==> src/rtl/relogio_pkg.sv <==
`default_nettype none
// ============================================================================
// Module   : relogio_pkg
// Purpose  : Shared types, limits and BCD helpers for the HH:MM:SS counter.
// Contents : estado_t        - FSM state encoding (RUN / SET_HORA / SET_MIN)
//            HORA_MAX, MIN_MAX, SEG_MAX - field limits (decimal)
//            para_bcd()      - decimal 0..99 to packed two-digit BCD
//            bcd_inc()       - two-digit BCD increment, wrapping max -> 00
// Revision : 1.0 - initial release
// ============================================================================
package relogio_pkg;

  typedef enum logic [1:0] {
    RUN      = 2'd0,
    SET_HORA = 2'd1,
    SET_MIN  = 2'd2
  } estado_t;

  localparam int unsigned HORA_MAX = 23;
  localparam int unsigned MIN_MAX  = 59;
  localparam int unsigned SEG_MAX  = 59;

  // {tens, units} packed as two nibbles
  function automatic logic [7:0] para_bcd(input int unsigned v);
    return {4'(v / 10), 4'(v % 10)};
  endfunction

  // Wraps to 00 exactly at max_val; units roll 9 -> 0 with a carry into tens.
  function automatic logic [7:0] bcd_inc(input logic [7:0] v, input int unsigned max_val);
    if (v == para_bcd(max_val)) begin
      return 8'h00;
    end else if (v[3:0] == 4'd9) begin
      return {v[7:4] + 4'd1, 4'd0};
    end else begin
      return {v[7:4], v[3:0] + 4'd1};
    end
  endfunction

endpackage
`default_nettype wire

==> src/rtl/relogio_contador_hms_sincronizador_borda.sv <==
`default_nettype none
// ============================================================================
// Module   : sincronizador_borda
// Purpose  : Brings an asynchronous level into the clk_in domain and turns
//            each synchronised rising edge into a one-cycle pulse.
// Ports    : clk_in - system clock
//            rst    - asynchronous active-low reset
//            d      - asynchronous level input
//            pulso  - one-cycle pulse per rising edge of d
// Revision : 1.0 - initial release
// ============================================================================
module sincronizador_borda #(
  parameter int STAGES = 2
) (
  input  logic clk_in,
  input  logic rst,
  input  logic d,
  output logic pulso
);

  logic [STAGES-1:0] r_sync;
  logic              r_hist;

  always_ff @(posedge clk_in or negedge rst) begin
    if (!rst) begin
      r_sync <= '0;
      r_hist <= 1'b0;
    end else begin
      r_sync <= {r_sync[STAGES-2:0], d};
      r_hist <= r_sync[STAGES-1];
    end
  end

  // A held-high level yields a single pulse; re-arms only once a low is seen.
  assign pulso = r_sync[STAGES-1] & ~r_hist;

endmodule
`default_nettype wire

==> src/rtl/relogio_contador_hms.sv <==
`default_nettype none
// ============================================================================
// Module   : relogio_contador_hms
// Purpose  : 24 h BCD clock counter driven by the 1 Hz divider output, with
//            manual hour/minute setting through two debounced buttons.
// Ports    : clk_in    - system clock (50 MHz)
//            rst       - asynchronous active-low reset
//            tick_in   - 1 Hz square wave, rising edges advance the time
//            btn_modo  - mode button (RUN -> SET_HORA -> SET_MIN -> RUN)
//            btn_inc   - increment button for the field being set
//            hora_dez/hora_uni, min_dez/min_uni, seg_dez/seg_uni - BCD digits
//            modo      - current state (0 RUN, 1 SET_HORA, 2 SET_MIN)
//            seg_pulso - one-cycle pulse in the cycle after a RUN advance
// Revision : 1.0 - initial release
// ============================================================================
module relogio_contador_hms
  import relogio_pkg::*;
#(
  parameter int SYNC_STAGES = 2,
  parameter int INC_RAPIDO  = 0
) (
  input  logic       clk_in,
  input  logic       rst,
  input  logic       tick_in,
  input  logic       btn_modo,
  input  logic       btn_inc,
  output logic [1:0] hora_dez,
  output logic [3:0] hora_uni,
  output logic [2:0] min_dez,
  output logic [3:0] min_uni,
  output logic [2:0] seg_dez,
  output logic [3:0] seg_uni,
  output logic [1:0] modo,
  output logic       seg_pulso
);

  logic w_tick_pulso;
  logic w_modo_pulso;
  logic w_inc_pulso;
  logic w_inc;

  estado_t    r_estado;
  logic [7:0] r_hora;
  logic [7:0] r_min;
  logic [7:0] r_seg;
  logic       r_seg_pulso;

  sincronizador_borda #(.STAGES(SYNC_STAGES)) u_sync_tick (
    .clk_in (clk_in),
    .rst    (rst),
    .d      (tick_in),
    .pulso  (w_tick_pulso)
  );

  sincronizador_borda #(.STAGES(SYNC_STAGES)) u_sync_modo (
    .clk_in (clk_in),
    .rst    (rst),
    .d      (btn_modo),
    .pulso  (w_modo_pulso)
  );

  sincronizador_borda #(.STAGES(SYNC_STAGES)) u_sync_inc (
    .clk_in (clk_in),
    .rst    (rst),
    .d      (btn_inc),
    .pulso  (w_inc_pulso)
  );

  // OR-ing the sources means a coincident tick and button give a single +1.
  assign w_inc = w_inc_pulso | ((INC_RAPIDO != 0) & w_tick_pulso);

  always_ff @(posedge clk_in or negedge rst) begin
    if (!rst) begin
      r_estado    <= RUN;
      r_hora      <= 8'h00;
      r_min       <= 8'h00;
      r_seg       <= 8'h00;
      r_seg_pulso <= 1'b0;
    end else begin
      r_seg_pulso <= 1'b0;
      case (r_estado)
        RUN: begin
          if (w_tick_pulso) begin
            r_seg       <= bcd_inc(r_seg, SEG_MAX);
            r_seg_pulso <= 1'b1;
            if (r_seg == para_bcd(SEG_MAX)) begin
              r_min <= bcd_inc(r_min, MIN_MAX);
              if (r_min == para_bcd(MIN_MAX)) begin
                r_hora <= bcd_inc(r_hora, HORA_MAX);
              end
            end
          end
          if (w_modo_pulso) begin
            r_estado <= SET_HORA;
          end
        end
        SET_HORA: begin
          if (w_inc) begin
            r_hora <= bcd_inc(r_hora, HORA_MAX);
          end
          if (w_modo_pulso) begin
            r_estado <= SET_MIN;
          end
        end
        SET_MIN: begin
          if (w_inc) begin
            r_min <= bcd_inc(r_min, MIN_MAX);
          end
          if (w_modo_pulso) begin
            r_estado <= RUN;
            r_seg    <= 8'h00;
          end
        end
        default: begin
          r_estado <= RUN;
        end
      endcase
    end
  end

  assign hora_dez  = r_hora[5:4];
  assign hora_uni  = r_hora[3:0];
  assign min_dez   = r_min[6:4];
  assign min_uni   = r_min[3:0];
  assign seg_dez   = r_seg[6:4];
  assign seg_uni   = r_seg[3:0];
  assign modo      = r_estado;
  assign seg_pulso = r_seg_pulso;

endmodule
`default_nettype wire

==> config.mk <==
export PLATFORM = sky130hd
export DESIGN_NAME = relogio_contador_hms
export DESIGN_NICKNAME = d
export VERILOG_FILES = /design/src/rtl/relogio_pkg.sv /design/src/rtl/relogio_contador_hms_sincronizador_borda.sv /design/src/rtl/relogio_contador_hms.sv
export SDC_FILE = /design/constraint.sdc
export NUM_CORES = 1
export LEC_CHECK = 0
export CAP_MARGIN = 25
export CORE_MARGIN = 1.5
export CORE_UTILIZATION = 54
export DETAILED_ROUTE_END_ITERATION = 7
export HOLD_SLACK_MARGIN = 0.12
export PLACE_DENSITY = 0.84
export SETUP_SLACK_MARGIN = 0.2
export SYNTH_ARGS = -nofsm -noshare
export SYNTH_HDL_FRONTEND = slang
export SYNTH_SLANG_ARGS = --single-unit
==> constraint.sdc <==
create_clock -name clk_in -period 2.1 [get_ports clk_in]
set_input_delay 0.21 -clock clk_in [delete_from_list [all_inputs] [get_ports clk_in]]
set_output_delay 0.21 -clock clk_in [all_outputs]
set_load 0.02 [all_outputs]
==> impl_metrics.ini <==
[global_routing]
overflow = 0
track_usage_pct = 19.43
grt_pass1_wl_um = 6237
grt_pass1_vias = 1376
grt_max_degree = 37
antenna_found_initial = 0

[pwr]
switchingPower_mw = 1.046
p_per_area_nw_per_um2 = 1178
p_sw_share_pct = 38.03
combPwrFrac_pct = 40.3
seqPwrFrac_pct = 37.8
internal-power_mw = 1.704
ir_drop_uv = 732.5
p_leak_nw = 1.013
pwr-share-clk_pct = 21.8

[worst_setup_path]
cp_data_required_time_ps = 2270
cp-start-kind = register
critPathMaxFanout = 5
crit_type = reg2reg
crit_arrival_ps = 2050
endpoint_kind = register

[finish]
seq_area_um2 = 902.1
multi_input_area_um2 = 929.6
drive_gt1_share_pct = 13.73
post-route-util_pct = 64.22
syn_to_final_growth_pct = 15.77
n_antenna_cell = 0
nNetsFinal = 218
final.fill_count = 299

[synthesis]
synth_fa_ha_area_share_pct = 6.207
avgSynthCellArea_um2 = 10.61
yosys_register_bits = 36
synth-async-reset-ratio_pct = 100.0
synth_top_family_by_area = compound AO/OA/AOI/OAI gates
synth_top_area_cell = dfrtp_1
netlist_instances = 190
yosys.area_share.simple_pct = 16.70
yosys.area_share.xor_xnor_pct = 2.607
netlist_top_cells_count = dfrtp_1 (36), buf_4 (20), ha_1 (10), nand2_1 (10), o21ai_0 (9)
syn_nets = 205
synth_top_area_share_pct = 44.69
synth-edff-count = 0
seq_area_frac_synth_pct = 44.69
yosysWarnings = 0
muxShareOfSynthArea_pct = 1.552
synth_compound_area_share_pct = 17.50
synth_area_um2 = 2016
yosysMostFrequentCell = dfrtp_1
synth_cell_types = 50
synth_flop_cell = dfrtp_1
yosys-top-cells-area = dfrtp_1 (45%), buf_4 (7.4%), ha_1 (6.2%)

[cts]
clk_pin_slew_ps = 80
cts_tree = built
cts_buffers = 5
clock-sinks = 36
cts_buffer_depth = 2
htree_levels = 2
clockRootBuffer = clkbuf_8
clk_latency_ps = 290

[sta]
min_period_over_period_pct = 89.26
holdWs_ps = 344.9
rsz0062_at_grt = true
min_period_ps = 1874
fin_setup_tns_ps = 0
hold_violations = 0
max_slew.worst_pin.slew_ps = 450.9
setup_viol = 0
maxSlewViolCount = 0
fmax_mhz = 533.5
finalClockSkew_ps = 5.576
slew_headroom_pct = 69.94

[drt]
drt-initial-drc-count = 86
viasPerCell = 5.663
vias = 1427
first_pass_iters = 4
drc_errors = 0
wl_per_cell_um = 14.12
ant_nets = 0
routed_wl_um = 3558

[job]
max-cap-violations = 0

[placed_design]
io_buffers = 27
gp_congestion = 0.8759
dpl.hpwl_um = 2397

[floorplanning]
die_y_um = 64.10
die_area_um2 = 4108
initial_core_util_pct = 55.48
core_um2 = 3633
fp.dieW_um = 64.10
rows = 22
ios = 28

[status]
run_status = complete, no violations

[min_path]
worstHoldPathType = in2async
[cell families after synthesis]
kind of cell / count (synthesis)
and+or+nand+nor: 56
DFF: 36
adders and majority gates: 10
AOI/OAI and AO/OA: 46
muxes: 3
xor gates and xnor gates: 6
buffers and inverters: 33
[power by group through the flow]
stage,Sequential [mW],Combinational (mW),Clock [mW]
final,1.04,1.11,0.600
after detailed placement,1.05,1.07,0
after CTS,1.04,1.11,0.615
after global routing,1.07,1.22,0.643
after floorplan,1.02,0.831,0
after global placement,1.03,1.07,0
[path summary, 6_finish.rpt]
kind | from | end | slack [ps] | cells past startpoint
worst max-delay path | r_seg[1]$_DFFE_PN0P_ | r_hora[7]$_DFFE_PN0P_ | 230 | 6
worst min-delay path | rst | r_hora[3]$_DFFE_PN0P_ | 340 | 2
worst max register to register | r_seg[1]$_DFFE_PN0P_ | r_hora[7]$_DFFE_PN0P_ | 230 | 6
worst min register to register | u_sync_modo.r_sync[0]$_DFF_PN0_ | u_sync_modo.r_sync[1]$_DFF_PN0_ | 350 | 0
max in group asynchronous | rst | r_seg[0]$_DFFE_PN0P_ | 1420 | 2
min in group clk_in | u_sync_modo.r_sync[0]$_DFF_PN0_ | u_sync_modo.r_sync[1]$_DFF_PN0_ | 350 | 0
[layer usage]
| metal | GRT usage [%] | routed length [um] | vias up |
|---|---|---|---|
| li1 | - | - | 696 |
| met1 | 24.97 | 1654 | 689 |
| met2 | 31.51 | 1702 | 37 |
| met3 | 4.577 | 157 | 5 |
| met4 | 8.245 | 44 | 0 |
| met5 | 0 | 0 | - |
[through the flow]
stage	cells	area [um^2]	power (mW)	setup WS [ps]
final	252	2333	2.749	225.5
after global routing	252	2333	2.928	139.1
after CTS	251	2316	2.766	206.6
after detailed placement	243	2182	2.120	136.9
after global placement	243	2182	2.098	215.6
after floorplan	190	2016	1.853	231.7
[layout make-up]
cell class	instances	share of cell area [%]
flip-flops and latches	36	38.66
clock buffers	5	2.949
well taps	48	2.574
clock inverters	3	1.823
multi-input cells	121	39.84
inverters	8	1.287
repair buffers	31	12.87
[worst max-delay path, cell delays in order, from the launching register on]
cell     delay, ps
dfrtp_1        430
inv_1           70
ha_1           160
and3b_2        260
a41oi_4        140
or4_1          560
xnor2_1        140
[sequential cells by signal, summed over array words and instances (netlist names)]
signal and count:
u_sync_modo.r_hist 1, seg_pulso 1, r_seg 8, u_sync_tick.r_sync 2
u_sync_modo.r_sync 2, u_sync_inc.r_sync 2, r_min 8, u_sync_inc.r_hist 1
r_hora 8, modo 2, u_sync_tick.r_hist 1
[repair_timing]
item                                   CTS  global route
hold buffers                             0             0
setup buffers                            0             1
setup endpoints to repair                1             5
endpoints found under the hold margin    0             0
resized for setup                        5             4
[cells in the final DEF, fill, tap and decap left out, drive strengths merged, types with 5 or more instances in the layout]
cell and instances:
inv 8, o31ai 7, clkbuf 5, ha 10, dfrtp 36, nor2 8
nand2 10, a21o 6, nand3b 5, clkdlybuf4s50 27, o21ai 9, nand3 6
xnor2 5
Note: power is estimated with default switching activity, not from simulation.
